File: config.mk
export PLATFORM = sky130hd
export DESIGN_NAME = ham74_decoder
export DESIGN_NICKNAME = d
export VERILOG_FILES = /design/src/rtl/ham74_decoder.sv
export SDC_FILE = /design/constraint.sdc
export NUM_CORES = 1
export LEC_CHECK = 0
export ABC_CLOCK_PERIOD_IN_PS = 3900
export BUFFER_PORTS_ARGS = -buffer_cell sky130_fd_sc_hd__buf_4
export CAP_MARGIN = 0
export CORE_ASPECT_RATIO = 0.7
export CORE_MARGIN = 10
export CORE_UTILIZATION = 56
export DETAILED_ROUTE_END_ITERATION = 16
export PLACE_DENSITY = 0.92
export SYNTH_ARGS = -nofsm -noshare
export SYNTH_HDL_FRONTEND = slang
export SYNTH_SLANG_ARGS = --single-unit
File: constraint.sdc
create_clock -name clk -period 3.9 [get_ports clk]
set_input_delay 0.78 -clock clk [delete_from_list [all_inputs] [get_ports clk]]
set_output_delay 0.78 -clock clk [all_outputs]
set_load 0.005 [all_outputs]
File: src/rtl/ham74_decoder.sv
// ham74_decoder
// Registered single-error-correcting Hamming(7,4) decoder for the receive path.
// A codeword is accepted on every rising edge where in_valid is high. Its
// syndrome is computed, the bit it points at is flipped, and the four data bits
// are pulled from the corrected word. The result appears one cycle later.
// A saturating counter tracks how many accepted words needed a correction.
//
// Ports:
//   clk        in   system clock, rising edge
//   rst_n      in   asynchronous active-low reset
//   in_valid   in   e carries a codeword this cycle
//   e[6:0]     in   received codeword, Hamming position k is e[k-1]
//   clr_cnt    in   synchronous clear of corr_cnt (wins over an increment)
//   out_valid  out  p, c and err belong to the word accepted at the last edge
//   p[3:0]     out  syndrome {1'b0, s4, s2, s1} = erroneous position, 0 if clean
//   c[3:0]     out  corrected data {d4, d3, d2, d1}
//   err        out  syndrome was nonzero, a bit was flipped
//   corr_cnt   out  count of accepted words with nonzero syndrome, saturating
module ham74_decoder #(
  parameter int CNT_W = 16
) (
  input  logic             clk,
  input  logic             rst_n,
  input  logic             in_valid,
  input  logic [6:0]       e,
  input  logic             clr_cnt,
  output logic             out_valid,
  output logic [3:0]       p,
  output logic [3:0]       c,
  output logic             err,
  output logic [CNT_W-1:0] corr_cnt
);

  logic [2:0] syn;
  logic [6:0] flip_mask;
  logic [6:0] e_fix;
  logic [3:0] data_fix;
  logic       syn_nz;
  logic       cnt_full;

  // Even-parity checks; each covers the positions whose index has that bit set.
  always_comb begin
    syn[0] = e[0] ^ e[2] ^ e[4] ^ e[6];
    syn[1] = e[1] ^ e[2] ^ e[5] ^ e[6];
    syn[2] = e[3] ^ e[4] ^ e[5] ^ e[6];
  end

  assign syn_nz = (syn != 3'd0);

  // One-hot decode of the syndrome onto bit positions 1..7. A zero syndrome
  // matches no position, so a clean word passes through untouched.
  always_comb begin
    flip_mask = '0;
    for (int i = 0; i < 7; i++) begin
      flip_mask[i] = (syn == 3'(i + 1));
    end
  end

  assign e_fix    = e ^ flip_mask;
  assign data_fix = {e_fix[6], e_fix[5], e_fix[4], e_fix[2]};
  assign cnt_full = (corr_cnt == {CNT_W{1'b1}});

  // Result registers: updated only for accepted words, held otherwise.
  always_ff @(posedge clk or negedge rst_n) begin
    if (!rst_n) begin
      out_valid <= 1'b0;
      p         <= 4'd0;
      c         <= 4'd0;
      err       <= 1'b0;
    end else begin
      out_valid <= in_valid;
      if (in_valid) begin
        p   <= {1'b0, syn};
        c   <= data_fix;
        err <= syn_nz;
      end
    end
  end

  // Corrected-word counter. Clear has priority over a simultaneous increment.
  always_ff @(posedge clk or negedge rst_n) begin
    if (!rst_n) begin
      corr_cnt <= '0;
    end else if (clr_cnt) begin
      corr_cnt <= '0;
    end else if (in_valid && syn_nz && !cnt_full) begin
      corr_cnt <= corr_cnt + CNT_W'(1);
    end
  end

endmodule

---- Word-level counts from Yosys, hierarchy flattened ----
Cells that the tools add are included.
operators by class
  add/subtract/negate cells ............... 1
  equal/unequal tests ..................... 8
  muxes and demuxes ....................... 2
  bitwise operators ....................... 10
  reduce and logical (&&, ||, !) cells .... 5
operator list
  cell                   number
  $mux 16                2
  $add 16x1->16 const B  1
  $eq 16x16->1 const B   1
  $eq 3x3->1 const B     4
  $xor 1x1->1            9
  $xor 7x7->7            1
  $eq 3x2->1 const B     2
  $eq 3x1->1 const B     1
  $reduce_bool 3->1      1
  $logic_and 1x1->1      2
  $reduce_bool 2->1      1
  $logic_not 1->1        1
storage, ports and cells
  bits in registers ....................... 25
  bits of input ports ..................... 11
  output and inout bits ................... 26
  logic and storage cells ................. 31

---- Logic depth before layout (Yosys ltp) ----
Gate-level depths: netlist of the first run.
  depth after elaboration ................. 8
  gate-level depth with buffers ........... 7
  depth with buffers taken out ............ 6

---- Worst setup path before layout of the first run ----
OpenSTA, ideal clock, no wires.
  path type ............................... input-to-reg
  start point ............................. input port e[4]
  end point ............................... register corr_cnt[5]
  library setup time ...................... 0.125 ns
  data arrival time ....................... 2.252 ns
  data required time ...................... 3.775 ns
  setup slack ............................. 1.523 ns
  stages .................................. 6
  buffers on the path ..................... 1
  path through ............................ xnor3_1 xnor2_2 a21oi_4 buf_6 nor4_4 mux2_4
between the ends
  cells in the longest elaborated chain, start to end .. 7
  elaborated cells on any way between the ends .. 9
  classes of those cells .................. bitwise: 5; reduce/logical: 4
RTL lines
  element                                 line  text
  start: declaration                      25    input logic [6:0] e,
  $xor 1x1->1 (3 in a row)                45    syn[2] = e[3] ^ e[4] ^ e[5] ^ e[6];
  $reduce_bool 3->1 (*)                   48    assign syn_nz = (syn != 3'd0);
  $logic_and 1x1->1 (*) (2 in a row)      86    end else if (in_valid && syn_nz && !cnt_full) begin
  $reduce_bool 2->1 (no source line) (*)  n/a
  end signal: assignment                  87    corr_cnt <= corr_cnt + CNT_W'(1);
  end: declaration                        31    output logic [CNT_W-1:0] corr_cnt
Mark *: on every way between the ends. The rest lies on a longest branch, timed or not.
A chain may end at the register's enable or synchronous reset.

---- Final worst setup path of the first run ----
  start point ............................. input port e[6]
  end point ............................... register corr_cnt[7]
between the ends
  cells in the longest elaborated chain, start to end .. 5
  elaborated cells on any way between the ends .. 7
  classes of those cells .................. bitwise: 3; reduce/logical: 4
RTL lines
  element                                 line
  $xor 1x1->1, on equally long branches   43, 44, 45
  $reduce_bool 3->1 (*)                   48
  $logic_and 1x1->1 (*) (2 in a row)      86
  $reduce_bool 2->1 (no source line) (*)  n/a
Marked as above.

==> impl_metrics.tcl, run 1 <==
set metrics [dict create \
    hold_viol 0 \
    yosys_warnings 0 \
    crit_slowest_cell "a21oi_4" \
    syn_nets 163 \
    detail_route.first_pass.iterations 4 \
    path_depth 6 \
    tns_ps 0 \
    seq_area_frac_synth 0.428 \
    grt_max_degree 29 \
    post-dp-hpwl_um 2800 \
    grt_pass1_vias 1267 \
    yosysMostFrequentCell "dfrtp_1" \
    drt_iter0_drc 91 \
    cts_resized 0 \
    ys_top_cells_by_count "dfrtp_1 (25), a21oi_1 (17), nor2_1 (15), or3_1 (8)" \
    initial_core_util 0.590 \
    cts-root-buf "clkbuf_8" \
    cts_max_path_buffers 2 \
    powerDensity_nw_per_um2 322 \
    ios 37 \
    core_sq_um 2480 \
    synth_top_family_by_area "simple AND/OR/NAND/NOR gates" \
    grt_usage 0.146 \
    timing.final.crit_period_ps 2510 \
    skew_ps 3.65 \
    cp_max_fo 28 \
    cp_top_family "compound AO/OA/AOI/OAI gates" \
    num_vias 1315 \
    cts_buffers 3 \
    rr_startpoint "corr_cnt[2]" \
    setup_ws_ps 1390 \
    synth_area_leader_cell "dfrtp_1" \
    crit_path_end_kind "flip-flop" \
    fin_area_sq_um 1760 \
    synth_area_per_cell_sq_um 9.69 \
    synth-simple-area-share 0.249 \
    gr-total-overflow 0 \
    clk_pin_slew_ps 80 \
    clock.fmax_ghz 0.398 \
    synthAdderAreaFrac 0.00855 \
    netlist_instances 151 \
    synthTopCellsByArea "dfrtp_1 (43%), a21oi_1 (5.8%), nor2_1 (3.8%)" \
    worst_pin_slew_ps 690 \
    p_total_w 0.000567 \
    vias_per_cell 6.09 \
    drt-total-wl_um 3750 \
    netlist_area_sq_um 1460 \
    slew_violations 0 \
    synth_edf_count 0 \
    outcome "complete, no violations" \
    areaGrowthSynthToFinish_pct 20.6 \
    ff2ff_setup_slack_ps 1720 \
    gp_congestion 0.834 \
    worstSetupStartpointType "input pin" \
    fp.dieW_um 81.1 \
    vdd_drop_max_uv 256 \
    htree_num_levels 1 \
    synthDistinctLibCells 37 \
    rows 15 \
    clock_sink_count 25 \
    cts_setup_buffers 0 \
    synth-xor-area-share 0.0804 \
    dieHeight_um 62.8 \
    drc 0 \
    max_slew_margin 0.536 \
    cap_violations 0 \
    synthFlopType "dfrtp_1" \
    rsz0062_at_grt "false" \
    hp-class "in -> async" \
    clock_latency_ps 270 \
    leakage_nw 0.740 \
    layout.nets 195 \
    crit_type "in -> reg" \
    grt_pass1_wl_um 6050 \
    pre_cts_ws_ps 1110 \
    required_ps 4050 \
    placed_area_sq_um 1720 \
    async_flop_share 1.00 \
    port_buffers 35 \
    cp-endpoint "corr_cnt[7]" \
    critPathArrivalTime_ps 2660 \
    ys_ff_latch 25 \
    cts_tree "yes" \
    setup_viol 0 \
    synth_compound_area_frac 0.145 \
    final_cells 216 \
    layout-drive-gt1-share 0.247 \
    postCtsHoldBufs 0 \
    antenna_found_initial 0 \
    r2r-end "corr_cnt[15]" \
    r2r_cells 5 \
    cpPeakStageDelay_ps 570 \
    synth_top_cell_area_share 0.428 \
    dp_cells 212 \
    wl_per_cell_um 17.4 \
    diodes 0 \
    synthMuxAreaShare 0.0488 \
    ant_nets 0 \
    path_cells "buf_4 > xnor2_1 > nand3_1 > a21oi_4 > nor4_1 > mux2_1" \
    dieArea_sq_um 5090 \
    worstSetupStartpoint "e[6]" \
    crit_buf_inv 1 \
    fin_crit_sh 0.644 \
]
## where the power goes
group / internal [W] / switching (W)
sequential: 0.000277 / 0.0000126
clock: 0.0000731 / 0.0000797
combinational: 0.0000583 / 0.0000667
total: 0.000408 / 0.000159
## cell families (layout without fill, tap and decap cells)
family,Yosys count,count (layout)
and+or+nand+nor,61,61
AOI/OAI and AO/OA,36,36
DFF,25,25
xor gates and xnor gates,11,11
buffers and inverters,10,41
muxes,6,6
adders and majority gates,1,1
other,1,1
## cell usage in the layout, fill, tap and decap left out, types with 2 or more instances in the layout
cell      instances
or3b_1            2
nor4_1            4
buf_4            35
nor2b_1           5
xor2_1            3
nand2_1           5
nand3_1           6
nand4_1           5
or3_1             8
mux2_1            4
a21oi_1          17
or4_1             5
o31ai_1           6
inv_1             2
dfrtp_1          25
o21ai_1           6
clkbuf_8          3
nor2_1           15
xnor2_1           6
o21ai_0           4
## through the flow
stage	hold WS, ps	utilization
after floorplan	484	-
after global placement	496	0.694
after detailed placement	513	0.694
after CTS	409	0.712
after global routing	416	0.712
final	405	0.712
## how the worst min path moves through the flow
stage	to	cells past startpoint	slack, ps	startpoint
floorplan	c[0]	0	480	rst_n
CTS	corr_cnt[14]	1	410	rst_n
detailed placement	p[0]	2	510	p[0]
global route	corr_cnt[13]	1	420	rst_n
finish	p[1]	1	410	rst_n
global placement	p[2]	1	500	p[2]
## flip-flops by register name, summed over array words and instances, names as in the netlist
| register | flops |
|---|---|
| out_valid | 1 |
| p | 3 |
| corr_cnt | 16 |
| err | 1 |
| c | 4 |
## metal layers
layer / vias up / track usage / routed length, um
li1: 620 / - / -
met1: 619 / 0.171 / 1520
met2: 66 / 0.240 / 1850
met3: 10 / 0.0532 / 291
met4: 0 / 0.0431 / 87
met5: - / 0 / 0
## worst reg2reg max path, stage by stage (launching register included)
cell and delay [ps]:
dfrtp_1 470, nand4_1 230, or3_1 490, nand2b_4 210
or4_1 490, a21oi_1 200
## final cells by class
type	instances	area [sq um]
clock buffers	4	45.0
fillers	198	713
inverters	2	7.51
multi-input cells	116	781
flip-flops and latches	25	626
well taps	34	42.5
repair buffers	35	263
No activity file was read; power rests on OpenSTA's default activity.
==> inputs of run 2 (changes only) <==
==> config.mk (replaced) <==
export PLATFORM = sky130hd
export DESIGN_NAME = ham74_decoder
export DESIGN_NICKNAME = d
export VERILOG_FILES = /design/src/rtl/ham74_decoder.sv
export SDC_FILE = /design/constraint.sdc
export NUM_CORES = 1
export LEC_CHECK = 0
export ABC_CLOCK_PERIOD_IN_PS = 2200
export BUFFER_PORTS_ARGS = -buffer_cell sky130_fd_sc_hd__buf_4
export CAP_MARGIN = 0
export CORE_ASPECT_RATIO = 0.7
export CORE_MARGIN = 10
export CORE_UTILIZATION = 47
export DETAILED_ROUTE_END_ITERATION = 16
export PLACE_DENSITY = 0.83
export SYNTH_ARGS = -nofsm -noshare
export SYNTH_HDL_FRONTEND = slang
export SYNTH_SLANG_ARGS = --single-unit
==> constraint.sdc (replaced) <==
create_clock -name clk -period 2.2 [get_ports clk]
set_input_delay 0.44 -clock clk [delete_from_list [all_inputs] [get_ports clk]]
set_output_delay 0.44 -clock clk [all_outputs]
set_load 0.005 [all_outputs]
==> run 2 against run 1 <==
Effect of this change:
- clock skew is 2.7 ps lower
- sequential share of layout area is 1.1 points lower
- largest power group unchanged
- sequential cell count stayed put
- highest routed layer unchanged
- sequential power is 78% higher
- non-clock buffer count is 7 higher
- critical path depth is 1 lower
==> impl_metrics.tcl, run 2 (synthesis results as in run 1) <==
set metrics [dict create \
    fin_area_sq_um 1820 \
    core_sq_um 2880 \
    tns_ps 0 \
    initial_core_util 0.507 \
    critPathArrivalTime_ps 2220 \
    fp.dieW_um 86.7 \
    r2r-end "corr_cnt[7]" \
    top_regs "corr_cnt x16, c x4, p x3" \
    cap_violations 0 \
    clock_sink_count 25 \
    grt_usage 0.129 \
    largest-register "corr_cnt" \
    r2r_cells 5 \
    powerDensity_nw_per_um2 554 \
    cts_tree "yes" \
    cts-root-buf "clkbuf_8" \
    layout-drive-gt1-share 0.275 \
    clock_latency_ps 260 \
    cts_max_path_buffers 2 \
    hp-class "in -> async" \
    fillers 274 \
    required_ps 2350 \
    crit_path_end_kind "flip-flop" \
    dieHeight_um 66.7 \
    placed_area_sq_um 1770 \
    dp_cells 221 \
    gr-total-overflow 0 \
    grt_pass1_wl_um 6150 \
    layout.nets 202 \
    antenna_found_initial 0 \
    leakage_nw 0.775 \
    postCtsHoldBufs 0 \
    cts_setup_buffers 0 \
    crit_type "reg -> reg" \
    seqCellArea_sq_um 626 \
    cp_max_fo 8 \
    fin_crit_sh 0.941 \
    cts_resized 0 \
    ff2ff_setup_slack_ps 130 \
    rows 16 \
    num_vias 1279 \
    setup_viol 0 \
    drt_iter0_drc 145 \
    clock.fmax_ghz 0.483 \
    detail_route.first_pass.iterations 4 \
    clk_pin_slew_ps 80 \
    outcome "complete, no violations" \
    multiInputGateArea_sq_um 781 \
    max_slew_margin 0.585 \
    final_cell_mix "buf_4 (42), dfrtp_1 (25), a21oi_1 (17)" \
    largest_register_ffs 16 \
    vdd_drop_max_uv 473 \
    layout_commonest_cell "buf_4" \
    grt_max_degree 26 \
    port_buffers 35 \
    drc 0 \
    grt_pass1_vias 1211 \
    post-dp-hpwl_um 2770 \
    wl_per_cell_um 16.0 \
    ios 37 \
    p_total_w 0.00101 \
    diodes 0 \
    areaGrowthSynthToFinish_pct 24.4 \
    cts_buffers 3 \
    dieArea_sq_um 5780 \
    timing.final.crit_period_ps 2070 \
    hold_viol 0 \
    ant_nets 0 \
    skew_ps 0.934 \
    gp_congestion 0.851 \
    rr_startpoint "corr_cnt[2]" \
    drt-total-wl_um 3610 \
    slew_violations 0 \
    vias_per_cell 5.68 \
    htree_num_levels 1 \
    worst_pin_slew_ps 618 \
    rsz0062_at_grt "false" \
    hold_ws_ps 64.0 \
    final_cells 225 \
    worstSetupStartpointType "flip-flop" \
]
## run 2: worst max-delay path: stages, from the launching register on
cell,delay [ps]
dfrtp_1,450
nand4_1,200
or3_1,480
nor2_1,380
nor4_1,120
mux2_1,330
## run 2: how the worst max path moves through the flow
stage | start | end | slack, ps | depth (start not counted)
after floorplan | e[4] | corr_cnt[5] | 160 | 6
after global placement | e[4] | corr_cnt[7] | 90 | 6
after detailed placement | e[4] | corr_cnt[14] | -10 | 6
after CTS | corr_cnt[2] | corr_cnt[7] | 150 | 5
after global routing | corr_cnt[2] | corr_cnt[7] | 20 | 5
final | corr_cnt[2] | corr_cnt[7] | 130 | 5
## run 2: metrics by stage
stage          utilization  setup WS, ps
4_1_cts              0.631           150
3_3_place_gp         0.615          94.4
6_report             0.631           129
3_5_place_dp         0.615         -13.8
5_1_grt              0.631          16.9
2_1_floorplan            -           163
## run 2: layout make-up
type | count | share of cell area
inverter | 2 | 0.00413
timing repair buffer | 42 | 0.173
tap | 36 | 0.0248
clock buffer | 4 | 0.0248
sequential | 25 | 0.344
multi-input combinational | 116 | 0.429
## run 2: routing by layer
metal,wire [um],vias up,global-route usage
met5,0,-,0
met2,1810,31,0.203
met1,1560,620,0.174
met3,232,2,0.0413
li1,-,626,-
met4,7,0,0.0121
## run 2: power by group
part           switching [W]  total [W]  internal, W
Combinational       0.000121   0.000237     0.000116
Clock               0.000130   0.000259     0.000129
Sequential         0.0000218   0.000513     0.000491
Total               0.000273    0.00101     0.000736
